===== config.mk =====
export PLATFORM = sky130hd
export DESIGN_NAME = effect_param_arbiter_flat
export DESIGN_NICKNAME = d
export VERILOG_FILES = /design/src/rtl/effect_param_arbiter_if.sv /design/src/rtl/effect_param_arbiter.sv /design/src/flat_wrapper.sv
export SDC_FILE = /design/constraint.sdc
export NUM_CORES = 1
export LEC_CHECK = 0
export BUFFER_PORTS_ARGS = -buffer_cell sky130_fd_sc_hd__buf_4
export CORE_MARGIN = 1.5
export CORE_UTILIZATION = 52
export DETAILED_ROUTE_END_ITERATION = 7
export PLACE_DENSITY = 0.8
export SYNTH_ARGS = -nofsm -noshare
export SYNTH_HDL_FRONTEND = slang
export SYNTH_SLANG_ARGS = --single-unit
export TNS_END_PERCENT = 50

===== constraint.sdc =====
create_clock -name Clock -period 2.7 [get_ports Clock]
set_clock_uncertainty 0.05 [all_clocks]
set_input_delay 0.405 -clock Clock [delete_from_list [all_inputs] [get_ports Clock]]
set_output_delay 0.405 -clock Clock [all_outputs]
set_load 0.05 [all_outputs]

===== src/rtl/effect_param_arbiter_if.sv =====
// Bundles the requester, entry-engine and parameter-register signals of the effect arbiter.
// Latency: none, wires only.
// Backpressure: none; set_req is level-held by the requester and the arbiter owns the entry engine while granted.
interface effect_param_arbiter_if;
  logic [2:0] effect_on;
  logic [2:0] set_req;
  logic       entry_done;
  logic [9:0] entry_value;
  logic       entry_start;
  logic [2:0] grant;
  logic       busy;
  logic [6:0] volume_data;
  logic [6:0] pitch_data;
  logic [6:0] distortion_data;
  logic [2:0] param_update;
  logic       timeout_err;

  // Arbiter side
  modport slave (
    input  effect_on, set_req, entry_done, entry_value,
    output entry_start, grant, busy, volume_data, pitch_data, distortion_data,
           param_update, timeout_err
  );

  // Requester / environment side
  modport master (
    output effect_on, set_req, entry_done, entry_value,
    input  entry_start, grant, busy, volume_data, pitch_data, distortion_data,
           param_update, timeout_err
  );
endinterface


===== src/rtl/effect_param_arbiter.sv =====
// Round-robin arbiter sharing one keypad entry engine among volume/pitch/distortion; commits clamped values.
// Latency: grant one cycle after a valid request; value visible in the cycle after entry_done (COMMIT).
// Backpressure: requests wait in IDLE while busy; RELEASE holds until the owner drops set_req.
// Optional watchdog: define EFFECT_ARB_TIMEOUT_EN to abandon an entry after TIMEOUT_CYCLES cycles.
module effect_param_arbiter #(
  parameter logic [27:0] TIMEOUT_CYCLES = 28'd250000000
) (
  input logic                    Clock,
  input logic                    Reset,
  effect_param_arbiter_if.slave  bus
);

  localparam logic [2:0] S_IDLE    = 3'd0;
  localparam logic [2:0] S_GRANT   = 3'd1;
  localparam logic [2:0] S_WAIT    = 3'd2;
  localparam logic [2:0] S_COMMIT  = 3'd3;
  localparam logic [2:0] S_RELEASE = 3'd4;

  logic [2:0] state_q, state_d;
  logic [1:0] ptr_q, ptr_d;
  logic [1:0] owner_q, owner_d;
  logic [6:0] volume_q, volume_d;
  logic [6:0] pitch_q, pitch_d;
  logic [6:0] dist_q, dist_d;
  logic       terr_q, terr_d;

  logic [2:0] valid;
  logic [2:0] owner_oh;
  logic [1:0] cand0, cand1, cand2;
  logic [1:0] winner;
  logic       any_valid;
  logic [6:0] clamped;
  logic       timeout_hit;
  logic       cancel;

  // Modulo-3 increment; the pointer and owner index never take the value 3.
  function automatic logic [1:0] inc3(input logic [1:0] x);
    return (x == 2'd2) ? 2'd0 : x + 2'd1;
  endfunction

  assign valid    = bus.set_req & bus.effect_on;
  assign owner_oh = 3'b001 << owner_q;
  assign cancel   = ~bus.effect_on[owner_q];
  // Compare the full 10-bit value so 101..999 saturate instead of wrapping.
  assign clamped  = (bus.entry_value > 10'd100) ? 7'd100 : bus.entry_value[6:0];

`ifdef EFFECT_ARB_TIMEOUT_EN
  logic [27:0] cnt_q, cnt_d;
  assign timeout_hit = (cnt_q == TIMEOUT_CYCLES - 28'd1);
`else
  logic unused_timeout_cycles;
  assign unused_timeout_cycles = ^TIMEOUT_CYCLES;
  assign timeout_hit = 1'b0;
`endif

  // Round-robin pick: scan pointer, pointer+1, pointer+2 and take the first valid requester.
  always_comb begin
    cand0     = ptr_q;
    cand1     = inc3(cand0);
    cand2     = inc3(cand1);
    winner    = cand0;
    any_valid = 1'b1;
    if (valid[cand0])      winner = cand0;
    else if (valid[cand1]) winner = cand1;
    else if (valid[cand2]) winner = cand2;
    else                   any_valid = 1'b0;
  end

  // Next-state, ownership, register write and watchdog logic.
  always_comb begin
    state_d  = state_q;
    ptr_d    = ptr_q;
    owner_d  = owner_q;
    volume_d = volume_q;
    pitch_d  = pitch_q;
    dist_d   = dist_q;
    terr_d   = terr_q;
`ifdef EFFECT_ARB_TIMEOUT_EN
    cnt_d    = cnt_q;
`endif
    case (state_q)
      S_IDLE: begin
        if (any_valid) begin
          state_d = S_GRANT;
          owner_d = winner;
          ptr_d   = inc3(winner);
          terr_d  = 1'b0;
        end
      end
      S_GRANT: begin
`ifdef EFFECT_ARB_TIMEOUT_EN
        cnt_d = '0;
`endif
        state_d = cancel ? S_RELEASE : S_WAIT;
      end
      S_WAIT: begin
        // Priority: cancel, then a completed entry, then watchdog expiry.
        if (cancel) begin
          state_d = S_RELEASE;
        end else if (bus.entry_done) begin
          state_d = S_COMMIT;
          case (owner_q)
            2'd0:    volume_d = clamped;
            2'd1:    pitch_d  = clamped;
            default: dist_d   = clamped;
          endcase
        end else if (timeout_hit) begin
          state_d = S_RELEASE;
          terr_d  = 1'b1;
        end else begin
`ifdef EFFECT_ARB_TIMEOUT_EN
          cnt_d = cnt_q + 28'd1;
`endif
        end
      end
      S_COMMIT: begin
        state_d = S_RELEASE;
      end
      S_RELEASE: begin
        // Wait for the button to drop so a held request cannot retrigger.
        if (!bus.set_req[owner_q]) state_d = S_IDLE;
      end
      default: begin
        state_d = S_IDLE;
      end
    endcase
  end

  // State registers with asynchronous active-low reset.
  always_ff @(posedge Clock or negedge Reset) begin
    if (!Reset) begin
      state_q  <= S_IDLE;
      ptr_q    <= 2'd0;
      owner_q  <= 2'd0;
      volume_q <= 7'd0;
      pitch_q  <= 7'd0;
      dist_q   <= 7'd0;
      terr_q   <= 1'b0;
    end else begin
      state_q  <= state_d;
      ptr_q    <= ptr_d;
      owner_q  <= owner_d;
      volume_q <= volume_d;
      pitch_q  <= pitch_d;
      dist_q   <= dist_d;
      terr_q   <= terr_d;
    end
  end

`ifdef EFFECT_ARB_TIMEOUT_EN
  // Watchdog counter register.
  always_ff @(posedge Clock or negedge Reset) begin
    if (!Reset) cnt_q <= '0;
    else        cnt_q <= cnt_d;
  end
`endif

  // Outputs decode from state so reset clears them without a clock edge.
  assign bus.entry_start     = (state_q == S_GRANT);
  assign bus.busy            = (state_q != S_IDLE);
  assign bus.grant           = ((state_q == S_GRANT) || (state_q == S_WAIT) ||
                                (state_q == S_COMMIT)) ? owner_oh : 3'b000;
  assign bus.param_update    = (state_q == S_COMMIT) ? owner_oh : 3'b000;
  assign bus.volume_data     = volume_q;
  assign bus.pitch_data      = pitch_q;
  assign bus.distortion_data = dist_q;
  assign bus.timeout_err     = terr_q;

endmodule


===== src/flat_wrapper.sv =====
// flat-port wrapper written by rule: the top's interface ports become plain ports
module effect_param_arbiter_flat 
#(
  parameter logic [27:0] TIMEOUT_CYCLES = 28'd250000000
)
  (Clock, Reset, bus_effect_on, bus_set_req, bus_entry_done, bus_entry_value, bus_entry_start, bus_grant, bus_busy, bus_volume_data, bus_pitch_data, bus_distortion_data, bus_param_update, bus_timeout_err);
  effect_param_arbiter_if bus_i ();
  input logic Clock;
  input logic Reset;
  input wire logic [$bits(bus_i.effect_on)-1:0] bus_effect_on;
  input wire logic [$bits(bus_i.set_req)-1:0] bus_set_req;
  input wire logic [$bits(bus_i.entry_done)-1:0] bus_entry_done;
  input wire logic [$bits(bus_i.entry_value)-1:0] bus_entry_value;
  output wire logic [$bits(bus_i.entry_start)-1:0] bus_entry_start;
  output wire logic [$bits(bus_i.grant)-1:0] bus_grant;
  output wire logic [$bits(bus_i.busy)-1:0] bus_busy;
  output wire logic [$bits(bus_i.volume_data)-1:0] bus_volume_data;
  output wire logic [$bits(bus_i.pitch_data)-1:0] bus_pitch_data;
  output wire logic [$bits(bus_i.distortion_data)-1:0] bus_distortion_data;
  output wire logic [$bits(bus_i.param_update)-1:0] bus_param_update;
  output wire logic [$bits(bus_i.timeout_err)-1:0] bus_timeout_err;
  assign bus_i.effect_on = bus_effect_on;
  assign bus_i.set_req = bus_set_req;
  assign bus_i.entry_done = bus_entry_done;
  assign bus_i.entry_value = bus_entry_value;
  assign bus_entry_start = bus_i.entry_start;
  assign bus_grant = bus_i.grant;
  assign bus_busy = bus_i.busy;
  assign bus_volume_data = bus_i.volume_data;
  assign bus_pitch_data = bus_i.pitch_data;
  assign bus_distortion_data = bus_i.distortion_data;
  assign bus_param_update = bus_i.param_update;
  assign bus_timeout_err = bus_i.timeout_err;
  effect_param_arbiter #(.TIMEOUT_CYCLES(TIMEOUT_CYCLES)) u_core (.Clock(Clock), .Reset(Reset), .bus(bus_i));
endmodule

==> impl_metrics.toml, run 1 <==
[synthesis]
yosys_register_bits = 28
ys.flop_type = "dfrtp_1"
ys.warnings.count = 0
synthArstFlopShare = 1.00
ys_types = 34
syn-cell-area_um2 = 1380
synth_common_cells = "dfrtp_1, nand2_1, o21ai_0, o21ai_1, nand3_1"
ys_top_cells_by_area = "dfrtp_1, nand2_1, o21ai_0, o21ai_1, nand3_1"
yosysMostFrequentCell = "dfrtp_1"
synth_enable_flop_cells = 0
syn_avg_cell_area_um2 = 9.77
synth_area_leader_cell = "dfrtp_1"
ys_seq_area_frac = 0.509
syn-num-nets = 160
yosys.area.top_type_share = 0.509
synthCells = 141

[route]
vias = 1192
ant_nets = 0
drt-vias-per-instance = 5.52
routed_wl_um = 3310
drtIter0Drc = 28
wl_per_cell_um = 15.3
drc = 0
drt_first_pass_iters = 4

[critical_path]
arrival_ns = 1.60
slowest_stage = "dfrtp_1"
slowest_delay_ns = 0.49
path_delay_family = "simple AND/OR/NAND/NOR gates"
rr_worst_depth = 3
reg2reg_slack_ns = 1.10
cp_cell_sequence = "nor2b_1, nand2_1, nor3_1, buf_4"
critPathKind = "reg2out"
path_buf_inv = 1
cp-start-kind = "flop"
cp_max_fo = 9
reg2reg_from = "u_core.owner_q[0]"
end_kind = "output port"
worstPathRequired_ns = 2.25
reg2reg_to = "u_core.bus.pitch_data[4]"

[sta]
final.min_clock_period_ns = 2.06
fmax_mhz = 486
fin_setup_tns_ns = 0
worst_pin_slew_ns = 0.659
setup_viol = 0
fin_crit_sh = 0.761
drv_slew = 0
max_slew_margin = 0.557
rsz0062_at_grt = "false"
finalHoldViolations = 0

[power]
peakVddDrop_mv = 0.798
p_leak_uw = 0.000881
p_per_area_nw_per_um2 = 1040

[floorplan]
ioPinCount = 49
num_rows = 18
core_um2 = 2500
die_w_um = 54.5
die_area_um2 = 2970
start_util = 0.551
fp.dieH_um = 54.5

[clock_network]
clk_pin_slew_worst_paths_ns = 0.17
cts_buffer_depth = 2
cts_tree = "done"
cts_root_buffer = "clkbuf_4"
htree_levels = 1
post_cts_buffers = 0
post_cts_resized = 0
clkSinkCount = 28
cts_buffers = 3
ctsHoldBuffers = 1
clkLatencyLatePin_ns = 0.33

[global_routing]
antenna_found_initial = 0
grt_pass1_vias = 1082
grt_max_degree = 29
grt_use_total = 0.241
gr-total-overflow = 0
grt_pass1_wl_um = 5010

[placement]
dpl.hpwl_um = 2510
place_congestion = 0.790
place_area_um2 = 1710
port_buffers = 47

[worst_hold_path]
min_to = "u_core.bus.distortion_data[2]"
hold_class = "in2reg"
holdPathStages = 3
worstHoldStart = "bus_entry_value[2]"

[cells_and_area]
postLayoutCoreUtil = 0.710
fin_area_um2 = 1770
syn2layout_area_growth_pct = 28.8
num-fill-cells = 195
final_nets = 206
drive_above_1_share = 0.333
n_antenna_cell = 0

[run]
drv_cap = 0

[outcome]
status = "completed"
-- where the power goes --
| group | switching (µW) | internal, µW | total, µW | leakage (µW) |
|---|---|---|---|---|
| clock network | 135 | 150 | 285 | 0.0000279 |
| registers | 138 | 529 | 668 | 0.000376 |
| logic | 585 | 317 | 901 | 0.000477 |
-- routing by layer --
metal  up-vias  track usage  part of all wire
met3         4       0.0301             0.033
met1       578        0.307              0.44
li1        582            -                 -
met2        28        0.418              0.52
met5         -            0                 0
met4         0       0.0875            0.0085
-- area by class of cell --
cell class                 count  area [µm²]  area share
clock buffer                   3        22.5      0.0127
clock inverter                 1        30.0      0.0169
inverter                       4        15.0     0.00846
multi-input combinational    102         606       0.341
sequential                    28         701       0.395
tap                           30        37.5      0.0212
timing repair buffer          48         363       0.205
-- through the flow --
stage / power [µW] / setup slack [ns] / hold WS [ns] / cells
finish: 1850 / 0.644 / 0.306 / 216
global placement: 1540 / 1.12 / 0.284 / 211
CTS: 1850 / 0.642 / 0.313 / 216
global route: 1950 / 0.487 / 0.311 / 216
detailed placement: 1570 / 1.04 / 0.290 / 211
floorplan: 1320 / 0.184 / 0.0594 / 141
-- kinds of logic (layout without fill, tap and decap cells) --
family / Yosys count / after routing / synth area share
and+or+nand+nor: 60 / 60 / 0.234
other: 1 / 1 / 0.00272
DFF: 28 / 28 / 0.509
buffers and inverters: 11 / 56 / 0.0518
muxes: 5 / 5 / 0.0381
xor gates and xnor gates: 1 / 1 / 0.00636
AOI/OAI and AO/OA: 35 / 35 / 0.158
-- worst max path at each step --
stage                  startpoint                   endpoint  depth (start not counted)
2_1_floorplan   u_core.owner_q[1]               bus_grant[0]                          2
3_3_place_gp    u_core.owner_q[1]               bus_grant[1]                          3
3_5_place_dp   bus_entry_value[4]  u_core.bus.volume_data[0]                          4
4_1_cts         u_core.state_q[2]        bus_param_update[0]                          4
5_1_grt         u_core.state_q[2]        bus_param_update[0]                          4
6_report        u_core.state_q[2]        bus_param_update[0]                          4
-- cells in the final DEF (no fill, tap or decap) --
cell and n:
o2bb2ai_1 1, mux2_2 2, o21ai_0 10, dlygate4sd3_1 1, o21a_2 1, a2bb2oi_1 1, bufinv_16 1, xnor2_1 1
mux2i_1 3, nand2b_4 1, a21boi_0 1, nand4b_4 1, nor2b_1 4, nor2_1 6, nor4_1 3, nand3_1 8
o311ai_0 1, and4bb_4 1, o21a_1 1, nor3_1 6, a21oi_1 1, nand3_2 2, and2_1 1, o211ai_1 3
buf_4 47, o21ai_2 3, nand2b_1 2, a21o_1 1, conb_1 1, nand2_1 25, o21ai_1 10, dfrtp_1 28
inv_1 4, clkbuf_4 3, o22ai_1 1
-- worst reg2reg max path, delay by kind of cell (launching register included) --
kind | cells | cell delay [ns]
simple gates | 2 | 0.64
flops | 1 | 0.57
compound gates | 1 | 0.27
-- flip-flops by register name (all words and copies together) (netlist names) --
signal,cells
u_core.bus.distortion_data,7
u_core.bus.pitch_data,7
u_core.bus.volume_data,7
u_core.state_q,3
u_core.cand0,2
u_core.owner_q,2
(Power assumes the default switching activity.)
==> run 2: changes to the inputs <==
ABC_AREA = 1   (was default)
CORE_UTILIZATION = 44   (was 52)
PLACE_DENSITY = 0.71   (was 0.8)
clock period = 1.69 ns   (was 2.7 ns; I/O delays follow)
==> run 2 against run 1 <==
Compared with the run above: the flow now finishes with violations (negative setup slack); design area increased by 10%; sequential share of layout area decreased by 3.6 points; via count increased by 14%; non-clock buffer count increased by 6; first-iteration DRC count increased to 3.3 times the previous value; die area increased by 22%; worst setup slack got worse by 0.66 ns; synthesized cell count increased by 30%; area after synthesis increased by 4.1%; global-route usage decreased by 4.1 points; register-to-register slack got worse by 1.0 ns; largest power group unchanged.
==> impl_metrics.toml, run 2 <==
[outcome]
status = "finished, violations left"
violations = "negative setup slack"

[synthesis]
synth_enable_flop_cells = 0
yosys.area.top_type_share = 0.489
ys.warnings.count = 0
synthCells = 183
syn_avg_cell_area_um2 = 7.84
syn-cell-area_um2 = 1430
ys.flop_type = "dfrtp_1"
synthArstFlopShare = 1.00
synth_common_cells = "nand2_1, dfrtp_1, nor2_1"
yosysMostFrequentCell = "nand2_1"
ys_seq_area_frac = 0.489
ys_top_cells_by_area = "dfrtp_1, nand2_1, nor2_1, o21ai_1, inv_1"
syn-num-nets = 202
yosys_register_bits = 28
ys_types = 22
synth_area_leader_cell = "dfrtp_1"

[critical_path]
cp_max_fo = 5
critPathKind = "reg2out"
arrival_ns = 1.40
worstPathRequired_ns = 1.39
end_kind = "output port"
cp-start-kind = "flop"

[global_routing]
grt_pass1_vias = 1168
gr-total-overflow = 0
grt_use_total = 0.200
antenna_found_initial = 0
grt_pass1_wl_um = 5370
grt_max_degree = 29

[placement]
dpl.hpwl_um = 2570
port_buffers = 47
place_congestion = 0.807
place_area_um2 = 1830

[power]
p_leak_uw = 0.00100
power_uw = 3250
peakVddDrop_mv = 0.698
p_per_area_nw_per_um2 = 1660

[sta]
setup_viol = 3
final.min_clock_period_ns = 1.71
layout_setup_ws_ns = -0.0175
finalHoldViolations = 0
drv_slew = 0
fmax_mhz = 586
rsz0062_at_grt = "true"
fin_crit_sh = 1.01

[floorplan]
die_area_um2 = 3610
ioPinCount = 49
fp.dieH_um = 60.1
start_util = 0.466
core_um2 = 3080
die_w_um = 60.1
num_rows = 20

[clock_network]
cts_tree = "done"
clkLatencyLatePin_ns = 0.32
cts_buffers = 3
clkSinkCount = 28
htree_levels = 1
cts_buffer_depth = 2
cts_root_buffer = "clkbuf_4"
clk_pin_slew_worst_paths_ns = 0.15

[cells_and_area]
final_common_cell = "nand2_1"
final_cell_mix = "nand2_1, buf_4, dfrtp_1, nor2_1, o21ai_1"
num-fill-cells = 282
final_nets = 256
syn2layout_area_growth_pct = 36.5
fin_area_um2 = 1960
postLayoutCoreUtil = 0.636
n_antenna_cell = 0
drive_above_1_share = 0.356

[route]
drt-vias-per-instance = 4.83
routed_wl_um = 3360
drt_first_pass_iters = 4
met2WireLength_um = 1700
vias = 1353
ant_nets = 0
drtIter0Drc = 91
drc = 0
highest_layer = "met4"
wl_per_cell_um = 12.0
route.met3.wl_um = 139
m1WireLength_um = 1510

[run]
drv_cap = 0

[worst_hold_path]
hold_class = "in2reg"
-- run 2: cells by family (layout without fill, tap and decap cells) --
group	after synthesis	in the layout	share of synthesized area
AOI/OAI and AO/OA	32	32	0.138
buffers and inverters	25	78	0.0846
DFF	28	28	0.489
other	1	1	0.00262
and+or+nand+nor	97	97	0.286
-- run 2: critical path, cell delays in order (launching register included) --
cell and delay [ns]:
dfrtp_1 0.40, buf_4 0.16, nor2_1 0.12, inv_2 0.07, nor2_1 0.14, buf_6 0.18
-- run 2: what timing repair did --
item	in CTS	in global routing
pin swaps	3	1
setup buffers	2	0
hold buffers	1	0
resized for setup	13	11
setup endpoints to repair	6	29
endpoints found under the hold margin	28	0
-- run 2: layout make-up --
cell class / instances / area (µm²) / area share
multi-input combinational: 130 / 647 / 0.331
timing repair buffer: 54 / 442 / 0.226
sequential: 28 / 702 / 0.359
tap: 44 / 55.1 / 0.0281
inverter: 20 / 75.1 / 0.0384
clock buffer: 4 / 36.3 / 0.0185
-- run 2: power breakdown --
part	internal (µW)	switching [µW]
clock network	132	187
logic	635	1280
registers	859	165
-- run 2: through the flow --
step | hold WS, ns | std cells | setup slack (ns) | TNS [ns]
floorplan | -0.0921 | 183 | 0.00427 | 0
global placement | 0.139 | 273 | 0.118 | 0
detailed placement | 0.140 | 273 | 0.114 | 0
CTS | 0.187 | 280 | -0.0247 | -0.0498
global route | 0.164 | 280 | -0.124 | -2.32
finish | 0.184 | 280 | -0.0175 | -0.0240
-- run 2: routing by layer --
layer  track usage  up-vias
met5             0        -
met4        0.0381        0
met3        0.0260        2
met2         0.339       33
met1         0.275      627
li1              -      691
-- run 2: path summary, 6_finish.rpt --
path                       cells past startpoint  slack (ns)                             to                           from
max in group asynchronous                      2        0.98              u_core.owner_q[1]                          Reset
min                                            3        0.18  u_core.bus.distortion_data[5]             bus_entry_value[5]
max reg2reg                                    8        0.07       u_core.bus.pitch_data[2]              u_core.owner_q[0]
min reg2reg                                    2        0.46  u_core.bus.distortion_data[6]  u_core.bus.distortion_data[6]
max                                            5       -0.02                   bus_grant[2]              u_core.state_q[2]
min in group asynchronous                      2        0.32  u_core.bus.distortion_data[4]                          Reset
==> run 3: changes to the inputs <==
ABC_AREA = default   (was 1)
PLACE_DENSITY = 0.72   (was 0.71)
SKIP_LAST_GASP = 1   (was default)
==> run 3 against run 2 <==
Compared with the run above: first-iteration DRC count decreased by 52%; the flow still finishes with violations (negative setup slack); combinational power down 10%; sequential cell count is the same; register-to-register slack lost 0.07 ns; wire length down 1.1%; total power is 2.1% lower; design area down 0.38%; count of clock-buffer cells in the layout down 1; worst hold slack lost 0.021 ns; clock power is 36% higher.
==> impl_metrics.toml, run 3 (synthesis gave the netlist of run 1 again) <==
[power]
p_leak_uw = 0.000951
seqPwrFrac = 0.327
switching_share = 0.451
p_sw_uw = 1440
p_per_area_nw_per_um2 = 1630
power.internal_uw = 1750
peakVddDrop_mv = 1.04
clockPowerShare = 0.136
p_comb_frac = 0.537

[route]
drt_first_pass_iters = 4
vias = 1220
routed_wl_um = 3320
drtIter0Drc = 44
drt-vias-per-instance = 5.30
ant_nets = 0
wl_per_cell_um = 14.4
drc = 0

[cells_and_area]
n_antenna_cell = 0
final_nets = 217
final_cell_mix = "buf_4, nand2_1, dfrtp_1, o21ai_1, o21ai_0"
drive_above_1_share = 0.431
fin_area_um2 = 1950
regArea_um2 = 706
num-fill-cells = 246
syn2layout_area_growth_pct = 41.5
multi_input_area_um2 = 674
final_common_cell = "buf_4"

[clock_network]
clk_pin_slew_worst_paths_ns = 0.15
clkSinkCount = 28
cts_buffers = 3
clkLatencyLatePin_ns = 0.33
cts_buffer_depth = 2
cts_root_buffer = "clkbuf_4"
htree_levels = 1
cts_tree = "done"

[critical_path]
critPathKind = "reg2out"
slowest_stage = "dfrtp_1"
arrival_ns = 1.44
cp-start-kind = "flop"
cp_max_fo = 3
cp_cell_sequence = "buf_4, nor3_2, inv_1, buf_4"
slowest_delay_ns = 0.42
cpMostUsedCell = "buf_4"
worstPathRequired_ns = 1.39
end_kind = "output port"

[global_routing]
grt_max_degree = 29
grt_pass1_wl_um = 5130
gr-total-overflow = 0
grt_use_total = 0.195
grt_pass1_vias = 1114
antenna_found_initial = 0

[run]
drv_cap = 0

[floorplan]
ioPinCount = 49
die_w_um = 59.0
fp.dieH_um = 59.0
die_area_um2 = 3480
core_um2 = 3000
num_rows = 20
start_util = 0.459

[worst_hold_path]
hold_class = "in2reg"

[placement]
port_buffers = 47
dpl_worst_slack_ns = 0.114
place_congestion = 0.729
place_area_um2 = 1780
dpl.hpwl_um = 2370

[outcome]
violations = "negative setup slack"
status = "finished, violations left"

[sta]
rsz0062_at_grt = "true"
drv_slew = 0
finalHoldViolations = 0
fmax_mhz = 574
setup_viol = 5
final.min_clock_period_ns = 1.74
hold_slack_ns = 0.163
layout_setup_ws_ns = -0.0514
fin_crit_sh = 1.03
run 3: changes by cell type in the layout (fill, tap and decap cells not counted), moves of 7 or more:
| cell | previous run | this run |
|---|---|---|
| o21ai_1 | 17 | 10 |
| buf_4 | 44 | 51 |
| nand2_1 | 49 | 24 |
| nor2_1 | 17 | 4 |
| nor2_2 | 8 | 1 |
| inv_1 | 15 | 4 |
run 3: critical path, delay by kind of cell, from the launching register on:
family        cells  cell delay [ns]
buf+inv           3             0.41
flops             1             0.42
simple gates      1             0.27
run 3: metrics by stage:
step,setup TNS [ns],total power (µW),utilization,instances
3_5_place_dp,0,2580,0.592,220
3_3_place_gp,0,2540,0.592,220
6_report,-0.146,3190,0.649,230
2_1_floorplan,-0.481,2130,-,141
5_1_grt,-1.16,3360,0.649,230
4_1_cts,-0.203,3080,0.628,227
run 3: worst paths after layout:
check,endpoint,from,slack (ns),cells after the start
max reg2reg,u_core.bus.distortion_data[2],u_core.state_q[2],0,6
min,u_core.bus.pitch_data[5],bus_entry_value[8],0.16,3
max in group asynchronous,u_core.owner_q[0],Reset,0.99,2
min reg2reg,u_core.bus.volume_data[2],u_core.bus.volume_data[2],0.45,2
min in group asynchronous,u_core.bus.distortion_data[0],Reset,0.31,2
max,bus_busy,u_core.state_q[2],-0.05,4
run 3: power groups by stage:
stage / registers (µW) / logic [µW] / clock network, µW
3_5_place_dp: 1030 / 1540 / 0
2_1_floorplan: 1310 / 819 / 0
3_3_place_gp: 1030 / 1510 / 0
4_1_cts: 1030 / 1620 / 443
6_report: 1040 / 1710 / 434
5_1_grt: 1070 / 1820 / 476
run 3: final cells by class:
type	instances	share of cell area
Sequential cell	28	0.362
Multi-Input combinational cell	103	0.346
Timing Repair Buffer	58	0.236
Tap cell	33	0.0212
Clock inverter	1	0.0154
Clock buffer	3	0.0116
Inverter	4	0.00770
run 3: per-layer routing:
metal,vias up,global-route usage,part of all wire
met3,2,0.0505,0.036
met1,585,0.257,0.43
met4,0,0.0292,0.0033
li1,610,-,-
met2,23,0.329,0.53
met5,-,0,0
run 3: what timing repair did:
item / 4_1_cts / 5_1_grt
buffers inserted: 2 / 2
hold buffers: 1 / 0
setup endpoints to repair: 8 / 27
cloned: 0 / 1
endpoints found under the hold margin: 28 / 0
gates resized for setup: 9 / 10
pin swaps: 1 / 2
